===== config.mk =====
export PLATFORM = sky130hd
export DESIGN_NAME = data_mem_be
export DESIGN_NICKNAME = d
export VERILOG_FILES = /design/src/rtl/data_mem_pkg.sv /design/src/rtl/mem_lane_align.sv /design/src/rtl/data_mem_be.sv
export SDC_FILE = /design/constraint.sdc
export NUM_CORES = 2
export LEC_CHECK = 0
export ABC_AREA = 1
export CAP_MARGIN = 20
export CORE_ASPECT_RATIO = 0.7
export CORE_MARGIN = 2
export CORE_UTILIZATION = 35
export DETAILED_ROUTE_END_ITERATION = 16
export GPL_TIMING_DRIVEN = 1
export HOLD_SLACK_MARGIN = 0.05
export PLACE_DENSITY = 0.47
export SLEW_MARGIN = 30
export SYNTH_ARGS = -nofsm -noshare
export SYNTH_HDL_FRONTEND = slang
export SYNTH_SLANG_ARGS = --single-unit

===== constraint.sdc =====
create_clock -name clk -period 4.5 [get_ports clk]
set_input_delay 0.675 -clock clk [delete_from_list [all_inputs] [get_ports clk]]
set_output_delay 0.675 -clock clk [all_outputs]
set_load 0.03 [all_outputs]

===== src/rtl/data_mem_pkg.sv =====
// ----------------------------------------------------------------------------
// data_mem_pkg
// Shared definitions for the byte-enabled data memory:
//   - access size encodings carried on the 'size' port
//   - FSM state enumeration used by data_mem_be
// ----------------------------------------------------------------------------
package data_mem_pkg;

    localparam logic [1:0] SZ_BYTE = 2'b00;
    localparam logic [1:0] SZ_HALF = 2'b01;
    localparam logic [1:0] SZ_WORD = 2'b10;
    localparam logic [1:0] SZ_RSVD = 2'b11;

    typedef enum logic [1:0] {
        IDLE = 2'd0,
        BUSY = 2'd1,
        RESP = 2'd2
    } state_t;

endpackage


===== src/rtl/mem_lane_align.sv =====
// ----------------------------------------------------------------------------
// mem_lane_align
// Purely combinational lane steering for a little-endian 32-bit word memory.
//   size     : access size (byte / half / word / reserved)
//   uns      : 1 = zero-extend loads, 0 = sign-extend loads
//   lane     : byte address bits [1:0]
//   wdata    : right-aligned store data
//   rword    : current contents of the addressed word
//   be       : byte enables for a store (all zero when misaligned)
//   wdata_sh : store data replicated into every lane it could land in
//   load_ext : selected lane, extended to 32 bits
//   misalign : access is misaligned or uses the reserved size
// ----------------------------------------------------------------------------
module mem_lane_align
    import data_mem_pkg::*;
(
    input  logic [1:0]  size,
    input  logic        uns,
    input  logic [1:0]  lane,
    input  logic [31:0] wdata,
    input  logic [31:0] rword,
    output logic [3:0]  be,
    output logic [31:0] wdata_sh,
    output logic [31:0] load_ext,
    output logic        misalign
);

    logic [7:0]  byte_sel;
    logic [15:0] half_sel;

    always_comb begin
        byte_sel = rword[7:0];
        case (lane)
            2'd0: byte_sel = rword[7:0];
            2'd1: byte_sel = rword[15:8];
            2'd2: byte_sel = rword[23:16];
            2'd3: byte_sel = rword[31:24];
            default: byte_sel = rword[7:0];
        endcase
        half_sel = lane[1] ? rword[31:16] : rword[15:0];
    end

    // Store data is replicated rather than shifted; the byte enables pick
    // which copy actually lands in memory.
    always_comb begin
        be       = 4'b0000;
        wdata_sh = wdata;
        load_ext = 32'd0;
        misalign = 1'b0;
        case (size)
            SZ_BYTE: begin
                be       = 4'b0001 << lane;
                wdata_sh = {4{wdata[7:0]}};
                load_ext = uns ? {24'd0, byte_sel} : {{24{byte_sel[7]}}, byte_sel};
            end
            SZ_HALF: begin
                misalign = lane[0];
                if (!lane[0]) begin
                    be = lane[1] ? 4'b1100 : 4'b0011;
                end
                wdata_sh = {2{wdata[15:0]}};
                load_ext = uns ? {16'd0, half_sel} : {{16{half_sel[15]}}, half_sel};
            end
            SZ_WORD: begin
                misalign = (lane != 2'd0);
                if (lane == 2'd0) begin
                    be = 4'b1111;
                end
                load_ext = rword;
            end
            SZ_RSVD: begin
                misalign = 1'b1;
            end
        endcase
    end

endmodule


===== src/rtl/data_mem_be.sv =====
// ----------------------------------------------------------------------------
// data_mem_be
// Word-organised data memory with byte/half/word access, sign/zero-extended
// loads, optional wait states and a serialised request/response interface.
//
// Ports:
//   clk        : clock, all state changes on the rising edge
//   rst        : synchronous active-high reset
//   req        : access request
//   we         : 1 = store, 0 = load
//   size       : 00 byte, 01 half, 10 word, 11 reserved
//   uns        : 1 = zero-extend loads, 0 = sign-extend
//   addr       : byte address (wraps modulo 4*DEPTH)
//   wdata      : right-aligned store data
//   ready      : request can be accepted this cycle
//   resp_valid : one-cycle completion pulse
//   rdata      : extended load result (0 for stores and errors)
//   err        : completed access was misaligned or reserved
//
// Handshake: a request is taken on a rising edge where req=1 and ready=1;
// the request fields are sampled only on that edge. ready is low while an
// access is in flight. Completion is the single cycle with resp_valid=1,
// WAIT_STATES+2 cycles after the accepting cycle; rdata/err stay valid
// from that cycle until the next completion. There is no back-pressure on
// the response side.
// ----------------------------------------------------------------------------
module data_mem_be
    import data_mem_pkg::*;
#(
    parameter int          DEPTH       = 64,
    parameter int          ADDR_WIDTH  = 32,
    parameter int          WAIT_STATES = 0,
    parameter logic [31:0] INIT0       = 32'd2,
    parameter logic [31:0] INIT1       = 32'd3
) (
    input  logic                  clk,
    input  logic                  rst,
    input  logic                  req,
    input  logic                  we,
    input  logic [1:0]            size,
    input  logic                  uns,
    input  logic [ADDR_WIDTH-1:0] addr,
    input  logic [31:0]           wdata,
    output logic                  ready,
    output logic                  resp_valid,
    output logic [31:0]           rdata,
    output logic                  err
);

    localparam int IDX_W = $clog2(DEPTH);

    state_t            state;
    logic [3:0]        cnt;

    logic              we_q;
    logic [1:0]        size_q;
    logic              uns_q;
    logic [1:0]        lane_q;
    logic [IDX_W-1:0]  idx_q;
    logic [31:0]       wdata_q;

    logic [31:0]       mem [DEPTH];

    logic [3:0]        be;
    logic [31:0]       wdata_sh;
    logic [31:0]       load_ext;
    logic              misalign;

    // Address bits above the word index are ignored so the space aliases.
    if (ADDR_WIDTH > IDX_W + 2) begin : g_addr_hi
        logic unused_addr_hi;
        assign unused_addr_hi = ^addr[ADDR_WIDTH-1:IDX_W+2];
    end

    mem_lane_align u_align (
        .size     (size_q),
        .uns      (uns_q),
        .lane     (lane_q),
        .wdata    (wdata_q),
        .rword    (mem[idx_q]),
        .be       (be),
        .wdata_sh (wdata_sh),
        .load_ext (load_ext),
        .misalign (misalign)
    );

    always_ff @(posedge clk) begin
        if (rst) begin
            state      <= IDLE;
            cnt        <= 4'd0;
            ready      <= 1'b1;
            resp_valid <= 1'b0;
            rdata      <= 32'd0;
            err        <= 1'b0;
            we_q       <= 1'b0;
            size_q     <= SZ_BYTE;
            uns_q      <= 1'b0;
            lane_q     <= 2'd0;
            idx_q      <= '0;
            wdata_q    <= 32'd0;
            for (int i = 0; i < DEPTH; i++) begin
                mem[i] <= (i == 0) ? INIT0 : ((i == 1) ? INIT1 : 32'd0);
            end
        end else begin
            case (state)
                IDLE, RESP: begin
                    resp_valid <= 1'b0;
                    if (req) begin
                        we_q    <= we;
                        size_q  <= size;
                        uns_q   <= uns;
                        lane_q  <= addr[1:0];
                        idx_q   <= addr[IDX_W+1:2];
                        wdata_q <= wdata;
                        cnt     <= 4'(WAIT_STATES);
                        ready   <= 1'b0;
                        state   <= BUSY;
                    end else begin
                        ready   <= 1'b1;
                        state   <= IDLE;
                    end
                end
                BUSY: begin
                    if (cnt != 4'd0) begin
                        cnt <= cnt - 4'd1;
                    end else begin
                        // The access itself happens on the edge that leaves BUSY.
                        if (misalign) begin
                            rdata <= 32'd0;
                            err   <= 1'b1;
                        end else if (we_q) begin
                            for (int b = 0; b < 4; b++) begin
                                if (be[b]) begin
                                    mem[idx_q][8*b +: 8] <= wdata_sh[8*b +: 8];
                                end
                            end
                            rdata <= 32'd0;
                            err   <= 1'b0;
                        end else begin
                            rdata <= load_ext;
                            err   <= 1'b0;
                        end
                        resp_valid <= 1'b1;
                        ready      <= 1'b1;
                        state      <= RESP;
                    end
                end
                default: begin
                    resp_valid <= 1'b0;
                    ready      <= 1'b1;
                    state      <= IDLE;
                end
            endcase
        end
    end

endmodule


## Yosys cells after proc, flatten, opt, wreduce, memory -nomap -nowiden

Memories as Yosys holds them, arrays and structs flattened. A register that Yosys moved wholly into a read port is not among the register bits.
Index checks and enable logic that the tools add are counted.

- Memories kept: 1
- Input bits: 71
- Bits in registers: 85
- Bits in writable memories: 2048

Memory list:

| memory | words | bits a word | rd ports | clocked after Yosys merged registers in | write ports | RTL line | source |
|---|---|---|---|---|---|---|---|
| mem | 64 | 32 | 1 | 1 | 64 | data_mem_be.sv:62 | `logic [31:0] mem [DEPTH];` |

- Bitwise gates (word level): 2
- Reductions and logical operators: 12
- Muxes and demuxes: 58
- Equality and inequality tests: 11
- $add $sub $neg: 1
- Shifts and indexed selects: 1

Operators with widths:

| cell | count |
|---|---|
| 2-to-1 mux 32 bit | 5 |
| one-hot mux 32 bit (3 select lines) | 1 |
| one-hot mux 32 bit (2 select lines) | 1 |
| 2-to-1 mux 1 bit | 34 |
| one-hot mux 8 bit (4 select lines) | 1 |
| OR reduction 32 bit | 1 |
| 2-to-1 mux 4 bit | 6 |
| 2-to-1 mux 6 bit | 3 |
| 2-to-1 mux 16 bit | 1 |
| one-hot mux 4 bit (3 select lines) | 1 |
| equality test 2 bit (second input constant) | 5 |
| one-hot mux 4 bit (2 select lines) | 1 |
| equality test 2 x 1 -> 1 bit (second input constant) | 3 |
| logical NOT 2 bit | 3 |
| inequality test 2 bit (second input constant) | 3 |
| one-hot mux 2 bit (2 select lines) | 1 |
| AND reduction 2 bit | 2 |
| nonzero test 2 bit | 2 |
| nonzero test 4 bit | 1 |
| OR reduction 2 bit | 2 |
| << shifter 1 x 2 -> 4 bit (first input constant) | 1 |
| subtractor 4 x 1 -> 4 bit (second input constant) | 1 |
| one-hot mux 1 bit (3 select lines) | 1 |
| AND reduction 3 bit | 1 |
| other kinds (3) | 4 |

## Logic depth before layout (Yosys ltp)

- Depth after elaboration: 12
- Gate-level depth with buffers: 19
- Mapped depth without buffers: 15

## By module

From an unflattened synthesis, not the netlist that was laid out.

- Cells, all modules: 10260
- Area total of the unflattened synthesis: 97203.2 µm²

Modules (own cells, without submodules):

| module | sequential area each (µm²) | cells an instance | area an instance (µm²) | times used |
|---|---|---|---|---|
| data_mem_be | 63320.7 | 9967 | 95888.2 | 1 |
| mem_lane_align | 0.0 | 293 | 1315.0 | 1 |

## Least setup slack after synthesis

OpenSTA, ideal clock, no wires.

- Path type: flip-flop to flip-flop
- Start: reg cnt[0]
- End: mem mem[61][0], enable pin
- Period minus slack after synthesis: 2292 ps
- Library setup time: 329 ps
- Cell stages (with the launch flop): 13
- Arrival time: 1963 ps
- Path slack: 2208 ps
- Buffers on the path: 2
- Path through: dfxtp_1 inv_1 ha_1 nand3_1 nor2_1 inv_2 nor3_2 nand3_1 inv_1 buf_2 buf_2 nand2_1 nand2_1

RTL lines:

| item | RTL line | source |
|---|---|---|
| from (decl) | data_mem_be.sv:53 | `logic [3:0] cnt;` |
| from (signal assigned) | data_mem_be.sv:115 | `cnt <= 4'(WAIT_STATES);` |
| from (signal assigned) | data_mem_be.sv:125 | `cnt <= cnt - 4'd1;` |
| to (decl) | data_mem_be.sv:62 |  |

==> results.sh <==
export IMPL_antenna_found_initial=9
export IMPL_finalCritPeriodShare=0.893
export IMPL_initial_utilization=0.351
export IMPL_setup_viol_count_final=0
export IMPL_fp_dieH_um=446
export IMPL_critPathKind="reg2reg"
export IMPL_wl_mm=342
export IMPL_antenna_left=0
export IMPL_post_route_drc_count=0
export IMPL_port_buffers=81
export IMPL_setup_slack_ns=0.484
export IMPL_synth_distinct_cells=37
export IMPL_syn_num_nets=10200
export IMPL_grt_pass1_wl_mm=492
export IMPL_ys_seq_area_frac=0.649
export IMPL_ys_seq_elements=2139
export IMPL_worst_slew_pin_slew_ns=1.23
export IMPL_crit_path_start_kind="flip-flop"
export IMPL_fin_worst_skew_ns=0.0601
export IMPL_setup_tns_ns=0
export IMPL_drive_above_1_share=0.0709
export IMPL_place_congestion=0.892
export IMPL_vias=73500
export IMPL_drt_iter0_drc=8588
export IMPL_finish_utilization=0.392
export IMPL_grt_pass1_vias=69500
export IMPL_path_clk_slew_ns=0.06
export IMPL_report_final_slew_viol_count=0
export IMPL_power_per_cell_area_mw_per_mm2=425
export IMPL_viasPerCell=5.34
export IMPL_insertion_delay_ns=0.90
export IMPL_layout_nets=9991
export IMPL_cts_setup_buffers=0
export IMPL_fmax_ghz=0.249
export IMPL_outcome="finished clean"
export IMPL_critPathCaptureType="flip-flop"
export IMPL_yosysWarnings=0
export IMPL_core_area_sq_mm=0.278
export IMPL_hold_path_cell_count=2
export IMPL_drt_wirelength_per_cell_um=24.9
export IMPL_cts_tree="done"
export IMPL_fp_dieW_um=635
export IMPL_ff2ff_path_depth=16
export IMPL_first_pass_iters=9
export IMPL_cts_root_buf="clkbuf_16"
export IMPL_hold_violations=0
export IMPL_syn_area_sq_mm=0.0976
export IMPL_grt_max_degree=131
export IMPL_slew_headroom=0.180
export IMPL_grt_use_total=0.237
export IMPL_ir_drop_mv=0.322
export IMPL_cts_buffers=218
export IMPL_cp_arrival_ns=4.77
export IMPL_row_count=162
export IMPL_cts_resized=0
export IMPL_rsz0062_at_grt="false"
export IMPL_maxCapViolations=0
export IMPL_period_minus_slack_ns=4.02
export IMPL_dieArea_sq_mm=0.283
export IMPL_synth_avg_cell_area_sq_um=9.65
export IMPL_hold_path_class="in2reg"
export IMPL_hpwlAfterDp_mm=222
export IMPL_htreeDepth=4
export IMPL_cts_buffer_depth=4
export IMPL_numClockSinks=2139
export IMPL_leakage_nw=39.3
export IMPL_critical_path_required_ns=5.25
export IMPL_power_mw=46.3
export IMPL_hold_buffers=0
export IMPL_crit_fanout=113
export IMPL_netlist_instances=10100
export IMPL_ios=106
export IMPL_grt_ovfl_total=0
export IMPL_place_ws_ns=0.490
export IMPL_area_delta_synth_final_pct=11.6
-- worst max-delay path: stages, from the launching register on --
cell and delay, ns:
dfxtp_4 0.66, clkinv_16 0.42, buf_12 0.35, nand2_1 0.09
nand3_1 0.09, nand3_1 0.19, nand3_1 0.14, nand3_1 0.24
nand3_1 0.49, nand3_1 0.27, nand2_1 0.07, inv_1 0.06
nand2_1 0.09, nand3_2 0.35, nand2_1 0.11, nand2_1 0.10
a21oi_1 0.06
-- final cells by class --
cell class / count / area (sq um)
Multi-Input combinational cell: 7163 / 30500
Clock inverter: 90 / 621
Tap cell: 3690 / 4620
Antenna cell: 1 / 2.50
Timing Repair Buffer: 328 / 3560
Sequential cell: 2139 / 63300
Inverter: 68 / 319
Fill cell: 27600 / 169000
Clock buffer: 292 / 5930
-- registers in the layout (all words and copies together), names as in the netlist, named ones only --
signal / flops
wdata_q: 32
idx_q: 6
size_q: 2
uns_q: 1
lane_q: 2
ready: 1
we_q: 1
cnt: 4
rdata: 32
mem: 2048
state: 2
err: 1
resp_valid: 1
-- routing by layer --
metal / up-vias / share of wire / global-route usage
met3: 437 / 0.095 / 0.0593
met1: 36400 / 0.45 / 0.342
li1: 33800 / - / -
met2: 2814 / 0.43 / 0.353
met5: - / 0.00070 / 0.00507
met4: 8 / 0.026 / 0.0608
-- cell usage after synthesis --
master,n,area (sq um)
buf_1,34,128
inv_2,6,22.5
o21ai_1,25,125
clkbuf_1,288,1080
nand4_1,1,6.26
nand2_1,2652,9950
inv_6,1,8.76
nor3_1,4,20.0
nor4_1,2,12.5
edfxtp_1,2048,61500
o22ai_1,7,43.8
nand3_1,1992,9970
buf_6,56,631
clkinv_1,3,11.3
a221oi_1,1,8.76
nor2_2,2,12.5
o21a_1,4,30.0
o21ai_4,1,16.3
dfxtp_1,91,1820
a21oi_1,104,521
nand2_2,89,557
buf_12,1,20.0
nor2_1,2199,8250
o21ai_0,62,310
nand3_2,1,10.0
a21oi_2,3,26.3
nor3_2,1,10.0
a221oi_2,3,45.0
o211ai_1,5,37.5
ha_1,2,25.0
buf_2,265,1330
xor2_1,1,8.76
inv_1,58,218
buf_4,90,676
nor2_4,1,11.3
buf_8,6,90.1
a2111oi_2,1,15.0
-- logic make-up (layout without fill, tap and decap cells) --
group | Yosys count | in the layout | share of synthesized area
and+or+nand+nor | 6944 | 6944 | 0.295
DFF | 2139 | 2139 | 0.649
buffers and inverters | 808 | 778 | 0.0432
AOI/OAI and AO/OA | 216 | 216 | 0.0121
adders and majority gates | 2 | 2 | 0.000256
xor gates and xnor gates | 1 | 1 | 0.0000898
other | 0 | 1 | 0
-- placed cells by master (no fill, tap or decap), types with 2 or more instances in the layout --
cell,count
inv_2,7
nor4_2,2
edfxtp_1,2048
nand2_1,2651
o21ai_4,9
nand2_2,90
buf_4,175
inv_8,3
dfxtp_4,5
nor3_1,4
nor2_1,2150
nand3_1,1992
bufinv_16,9
clkinv_1,58
dfxtp_1,84
buf_12,72
dfxtp_2,2
inv_6,2
clkdlybuf4s50_1,80
clkinv_2,31
o22ai_1,7
ha_1,2
a21oi_1,91
a21oi_4,14
clkbuf_16,224
o211ai_1,5
o21a_1,4
inv_1,46
nor2_2,38
o21ai_1,17
clkbuf_8,7
a221oi_4,3
o21ai_0,62
nor2_4,14
a21oi_2,2
clkbuf_1,61
-- through the flow --
stage	hold slack, ns	area, sq um	instances
floorplan	0.444	97600	10100
finish	0.231	109000	13800
global placement	0.454	102000	13400
detailed placement	0.459	102000	13400
CTS	0.174	109000	13800
global route	0.227	109000	13800
-- power by group --
part           internal (mW)  switching, mW  leakage (nW)  total [mW]
combinational           1.36           4.65          14.2        6.01
sequential              22.4          0.266          21.9        22.7
clock                   9.67           7.93          3.20        17.6
-- worst paths after layout --
| kind | slack, ns | to | startpoint |
|---|---|---|---|
| max | 0.48 | rdata[20]$_SDFFE_PP0P_ | flip-flop |
| min | 0.23 | rdata[21]$_SDFFE_PP0P_ | rst |
| max reg2reg | 0.48 | rdata[20]$_SDFFE_PP0P_ | flip-flop |
| min reg2reg | 0.47 | ready$_SDFFE_PP1P_ | ready$_SDFFE_PP1P_ |
(Power assumes the default switching activity.)
